**src/rtl/hacd_pkg.sv**
```systemverilog
// Shared definitions for the hawk cacheline swap buffer: swap-mode encodings.
// Latency: n/a (constants only).
// Backpressure: n/a.
package hacd_pkg;

    // Byte-swap modes, sampled with each line at push time
    localparam logic [1:0] HAWK_SWAP_NONE    = 2'd0;
    localparam logic [1:0] HAWK_SWAP_SWAP8B  = 2'd1;
    localparam logic [1:0] HAWK_SWAP_REVLINE = 2'd2;
    localparam logic [1:0] HAWK_SWAP_SWAP4B  = 2'd3;

endpackage

```
**src/rtl/hawk_sync_fifo.sv**
```systemverilog
// Generic synchronous FIFO with unreset storage and a fall-through read port.
// Latency: an entry written at edge N is on rdata_o after edge N.
// Backpressure: the caller must gate push_i with !full_o and pop_i with !empty_o.
module hawk_sync_fifo #(
    parameter int WIDTH = 8,
    parameter int DEPTH = 4
) (
    input  logic                   clk_i,
    input  logic                   rst_ni,
    input  logic                   push_i,
    input  logic [WIDTH-1:0]       wdata_i,
    input  logic                   pop_i,
    output logic [WIDTH-1:0]       rdata_o,
    output logic [$clog2(DEPTH):0] count_o,
    output logic                   full_o,
    output logic                   empty_o
);

    localparam int AW = $clog2(DEPTH);
    localparam int CW = AW + 1;
    localparam logic [AW-1:0] PTR_ONE  = AW'(1);
    localparam logic [CW-1:0] CNT_ONE  = CW'(1);
    localparam logic [CW-1:0] CNT_FULL = CW'(DEPTH);

    logic [WIDTH-1:0] mem [DEPTH];
    logic [AW-1:0]    wr_ptr;
    logic [AW-1:0]    rd_ptr;
    logic [CW-1:0]    count_q;

    // Entry storage needs no reset; only written on an accepted push
    always_ff @(posedge clk_i) begin
        if (push_i) begin
            mem[wr_ptr] <= wdata_i;
        end
    end

    // Pointers wrap naturally at the power-of-two depth; occupancy tracks push minus pop
    always_ff @(posedge clk_i or negedge rst_ni) begin
        if (!rst_ni) begin
            wr_ptr  <= '0;
            rd_ptr  <= '0;
            count_q <= '0;
        end else begin
            if (push_i) begin
                wr_ptr <= wr_ptr + PTR_ONE;
            end
            if (pop_i) begin
                rd_ptr <= rd_ptr + PTR_ONE;
            end
            if (push_i && !pop_i) begin
                count_q <= count_q + CNT_ONE;
            end else if (pop_i && !push_i) begin
                count_q <= count_q - CNT_ONE;
            end
        end
    end

    assign rdata_o = mem[rd_ptr];
    assign count_o = count_q;
    assign full_o  = (count_q == CNT_FULL);
    assign empty_o = (count_q == '0);

endmodule

```
**src/rtl/hawk_cline_swap_buf.sv**
```systemverilog
// Cacheline buffer applying a per-line byte-swap transform at push, with zero detect.
// Latency: 1 cycle minimum (line pushed at edge N is visible after edge N); no in->out comb path.
// Backpressure: valid/ready both sides; in_ready_o drops when full, no pass-through when full.
module hawk_cline_swap_buf
    import hacd_pkg::*;
#(
    parameter int DATA_W = 512,
    parameter int DEPTH  = 4
) (
    input  logic                   clk_i,
    input  logic                   rst_ni,
    input  logic [1:0]             mode_i,
    input  logic                   in_valid_i,
    output logic                   in_ready_o,
    input  logic [DATA_W-1:0]      in_data_i,
    input  logic [DATA_W/8-1:0]    in_strb_i,
    input  logic                   in_last_i,
    output logic                   out_valid_o,
    input  logic                   out_ready_i,
    output logic [DATA_W-1:0]      out_data_o,
    output logic [DATA_W/8-1:0]    out_strb_o,
    output logic                   out_last_o,
    output logic                   out_zero_o,
    output logic [$clog2(DEPTH):0] count_o,
    output logic [31:0]            lines_o
);

    localparam int NB = DATA_W / 8;
    localparam int EW = DATA_W + NB + 2;

    logic [DATA_W-1:0] xf_data;
    logic [NB-1:0]     xf_strb;
    logic              xf_zero;
    logic              push;
    logic              pop;
    logic              full;
    logic              empty;
    logic [EW-1:0]     rd_entry;
    logic [DATA_W-1:0] rd_data;
    logic [NB-1:0]     rd_strb;
    logic              rd_last;
    logic              rd_zero;
    logic [31:0]       lines_q;

    // Each output byte picks its source byte; the strobe bit follows the same mapping
    for (genvar i = 0; i < NB; i++) begin : g_byte
        localparam int SRC8 = i ^ 7;
        localparam int SRC4 = i ^ 3;
        localparam int SRCR = NB - 1 - i;

        assign xf_data[i*8 +: 8] =
            (mode_i == HAWK_SWAP_SWAP8B)  ? in_data_i[SRC8*8 +: 8] :
            (mode_i == HAWK_SWAP_REVLINE) ? in_data_i[SRCR*8 +: 8] :
            (mode_i == HAWK_SWAP_SWAP4B)  ? in_data_i[SRC4*8 +: 8] :
                                            in_data_i[i*8 +: 8];

        assign xf_strb[i] =
            (mode_i == HAWK_SWAP_SWAP8B)  ? in_strb_i[SRC8] :
            (mode_i == HAWK_SWAP_REVLINE) ? in_strb_i[SRCR] :
            (mode_i == HAWK_SWAP_SWAP4B)  ? in_strb_i[SRC4] :
                                            in_strb_i[i];
    end

    // Zero flag looks at data only; strobes are deliberately ignored
    assign xf_zero = ~|xf_data;

    assign in_ready_o  = ~full;
    assign out_valid_o = ~empty;
    assign push        = in_valid_i & in_ready_o;
    assign pop         = out_valid_o & out_ready_i;

    hawk_sync_fifo #(
        .WIDTH (EW),
        .DEPTH (DEPTH)
    ) u_fifo (
        .clk_i   (clk_i),
        .rst_ni  (rst_ni),
        .push_i  (push),
        .wdata_i ({xf_data, xf_strb, in_last_i, xf_zero}),
        .pop_i   (pop),
        .rdata_o (rd_entry),
        .count_o (count_o),
        .full_o  (full),
        .empty_o (empty)
    );

    assign {rd_data, rd_strb, rd_last, rd_zero} = rd_entry;

    // Outputs are forced to zero while empty so unwritten storage never leaks out
    assign out_data_o = out_valid_o ? rd_data : '0;
    assign out_strb_o = out_valid_o ? rd_strb : '0;
    assign out_last_o = out_valid_o & rd_last;
    assign out_zero_o = out_valid_o & rd_zero;

    // Count popped lines; the 32-bit counter wraps to zero on overflow
    always_ff @(posedge clk_i or negedge rst_ni) begin
        if (!rst_ni) begin
            lines_q <= '0;
        end else if (pop) begin
            lines_q <= lines_q + 32'd1;
        end
    end

    assign lines_o = lines_q;

endmodule

```
**config.mk**
```make
export PLATFORM = sky130hd
export DESIGN_NAME = hawk_cline_swap_buf
export DESIGN_NICKNAME = d
export VERILOG_FILES = /design/src/rtl/hacd_pkg.sv /design/src/rtl/hawk_sync_fifo.sv /design/src/rtl/hawk_cline_swap_buf.sv
export SDC_FILE = /design/constraint.sdc
export NUM_CORES = 2
export LEC_CHECK = 0
export CAP_MARGIN = 15
export CORE_ASPECT_RATIO = 0.5
export CORE_MARGIN = 2
export CORE_UTILIZATION = 56
export DETAILED_ROUTE_END_ITERATION = 12
export GPL_TIMING_DRIVEN = 0
export PLACE_DENSITY = 0.81
export SLEW_MARGIN = 10
export SYNTH_ARGS = -nofsm -noshare
export SYNTH_HDL_FRONTEND = slang
export SYNTH_HIERARCHICAL = 1
export SYNTH_SLANG_ARGS = --single-unit
```
**constraint.sdc**
```tcl
create_clock -name clk_i -period 18.5 [get_ports clk_i]
set_clock_uncertainty 0.2 [all_clocks]
set_input_delay 2.775 -clock clk_i [delete_from_list [all_inputs] [get_ports clk_i]]
set_output_delay 2.775 -clock clk_i [all_outputs]
set_load 0.02 [all_outputs]
```
==> run summary <==
CTS tree -> done
Crit Path Category -> register to output pin
Fillers -> 11000
Yosys Warn Count -> 6
Tot Pwr -> 21.7 mW
Post-DP Area -> 120000 µm²
Clock Tree Buf Depth -> 4
Row count -> 111
Max-slew headroom -> 12.5%
Antenna violations before repair -> 137
Max-Cap Viols -> 0
GR Overflow Total -> 0
CP required -> 15.53 ns
Critical Path End Type -> output pin
Die width -> 612 µm
Ys async rst share -> 1.66%
Worst-Margin Slew -> 1.30 ns
Detailed placement HPWL -> 314 mm
Worst skew pair latency -> 0.88 ns
Clk sinks -> 2351
Post-CTS setup buffers -> 0
Final GP Congestion -> 1.05
RSZ-0062 raised after global routing -> no
WL final -> 438 mm
EDFF count, synth -> 2312
Worst vdd ir -> 0.151 mV
Largest net degree at the start of global routing -> 56
H-tree depth -> 4
First-pass GRT wire length -> 572 mm
Crit-path max FO -> 15
Max Fclk -> 0.111 GHz
Hold Crit Class -> register to register
Cts repair resizes -> 0
Netlist cell types -> 28
Post-CTS Hold Fix Bufs -> 0
Period Utilization, post-route -> 48.8%
Hold Fails Final Rpt -> 0
Cell mode on critical path -> clkbuf_2
Placed cell count -> 8429
Critical Path Start Type -> register
Static leakage -> 40.5 nW
Pwr per Cell Area -> 171 nW/µm²
Slowest CP cell -> nor3_1
Post-Syn Area per Cell -> 22.1 µm²
Share of cells above drive strength 1 -> 27.8%
Non-Filler Instances -> 8907
Post-Syn Nets -> 5283
Data arrival, critical path -> 6.04 ns
Clock-pin slew on the worst setup and hold paths -> 0.07 ns
Via density -> 7.53
Setup violators final -> 0
Clock root cell -> clkbuf_16
Die area -> 189000 µm²
WHS -> 0.277 ns
Nets -> 6741
Synth Register Bits -> 2351
Layout area overhead -> 22.6%
DRT iter0 DRCs -> 13500
Post-synthesis sequential area ratio -> 68.0%
Max Slew Vio Count -> 0
Area of the core -> 183000 µm²
Worst path max stage delay -> 0.94 ns
Vias in the first global route -> 64100
Via count -> 67100
Fin area -> 127000 µm²
Port Buf Inserts -> 1195
Total CTS buffers -> 205
Status -> finished, final reports clean
Main synth FF type -> edfxtp_1
WL per Instance -> 49.1 µm
Drt drc -> 0
Min Tclk post-route -> 9.02 ns
Top Ports -> 1198
Total track usage -> 46.4%
Final ANT Viol Nets -> 0
Router iterations before antenna repair -> 7
Cells after synthesis -> 4693
Setup TNS -> 0 ns
Synth Cell Area -> 104000 µm²
Critical Path, Cell by Cell -> nor3_1 -> clkbuf_2 -> clkbuf_2 -> clkbuf_1 -> nor2b_1 -> clkdlybuf4s50_1
Starting Density -> 56.4%
Die Span Y -> 308 µm
-- registers in the layout, summed over array words and instances (netlist names) --
name / flops
u_fifo/count_o: 3
u_fifo/mem: 2312
u_fifo/rd_ptr: 2
lines_o: 32
u_fifo/wr_ptr: 2
-- stage by stage --
stage          util [%]  setup WS [ns]
2_1_floorplan         -           1.11
3_3_place_gp       64.7          -9.65
3_5_place_dp       65.4          10.74
4_1_cts            69.0           9.74
5_1_grt            69.2           9.64
6_report           69.2           9.48
-- cell usage after synthesis (all sizes together) (3+ instances only) --
| cell | n | area share (%) |
|---|---|---|
| and2 | 7 | 0.042 |
| nand2 | 12 | 0.043 |
| nor2b | 581 | 3.5 |
| nand4 | 36 | 0.22 |
| edfxtp | 2312 | 67 |
| xor2 | 12 | 0.10 |
| nor3 | 3 | 0.014 |
| inv | 8 | 0.029 |
| and4 | 3 | 0.025 |
| xnor2 | 25 | 0.21 |
| nor4 | 136 | 0.82 |
| ha | 6 | 0.072 |
| nor2 | 8 | 0.029 |
| nand3 | 16 | 0.077 |
| dfrtp | 39 | 0.94 |
| and3 | 5 | 0.030 |
| buf | 234 | 1.3 |
| mux4 | 1154 | 25 |
| clkbuf | 89 | 0.32 |
-- placed cells by master, fill, tap and decap left out, types with 4 or more instances in the layout --
cell type / count
clkinvlp_4: 11
nor4_1: 133
inv_6: 7
buf_12: 5
buf_4: 21
clkbuf_1: 110
clkbuf_16: 208
inv_1: 8
ha_1: 6
buf_1: 10
and2_4: 4
diode_2: 116
clkinv_4: 10
buf_16: 44
nor2_1: 8
buf_6: 27
dfrtp_1: 39
nand3_1: 16
nand4_1: 36
buf_2: 183
clkinv_1: 35
clkinv_2: 32
clkdlybuf4s50_1: 1194
clkbuf_2: 11
xor2_1: 12
bufinv_16: 24
edfxtp_1: 2312
nor2b_1: 581
mux4_2: 1154
xnor2_1: 25
nand2_1: 12
and3_1: 5
-- final timing paths --
kind	from	to	slack [ns]	depth (start not counted)
max	u_fifo/count_o[0]$_DFFE_PN0P_	out_data_o[382]	9.48	6
min	lines_o[31]$_DFFE_PN0P_	lines_o[31]$_DFFE_PN0P_	0.28	1
max reg2reg	u_fifo/count_o[0]$_DFFE_PN0P_	u_fifo/mem[2][38]$_DFFE_PP_	13.65	9
min reg2reg	lines_o[31]$_DFFE_PN0P_	lines_o[31]$_DFFE_PN0P_	0.28	1
max in group asynchronous	rst_ni	u_fifo/wr_ptr[0]$_DFFE_PN0P_	15.98	2
min in group asynchronous	rst_ni	lines_o[6]$_DFFE_PN0P_	1.64	1
-- where the power goes --
part / switching, mW / internal (mW)
Combinational: 5.90 / 4.02
Sequential: 0.269 / 7.10
Clock: 2.01 / 2.40
-- worst max-delay path, delay by kind of cell, from the launching register on --
family                 cells  cell delay, ns
buffers and inverters      4            3.14
AND/OR/NAND/NOR            2            1.47
flip-flops                 1            0.50
-- final cells by class --
class                   instances  area, µm²  share of cell area [%]
well taps                    2486       3110                    2.45
flip-flops and latches       2351      70400                    55.5
inverters                       8       30.0                  0.0237
repair buffers               1251      13300                    10.5
plain buffers                 323       1700                    1.34
clock inverters               121       1270                    1.00
diodes                        116        290                   0.229
multi-input cells            2011      31500                    24.8
clock buffers                 240       5330                    4.19
-- per-layer routing --
layer / GRT usage [%] / part of all wire (%) / vias up
met2: 65.2 / 43 / 7319
met5: 1.58 / 0.13 / -
met1: 56.9 / 31 / 34600
met4: 32.8 / 8.7 / 37
li1: - / - / 23300
met3: 21.9 / 17 / 1795
-- logic make-up after synthesis --
logic type      Yosys count  share of synthesized area [%]
xor+xnor                 37                          0.313
buf+inv                 331                           1.64
mux                    1156                           25.1
simple gates            810                           4.83
fa+ha+maj                 7                         0.0918
compound gates            1                        0.00483
flops                  2351                           68.0
Note: power is estimated with default switching activity, not from simulation.
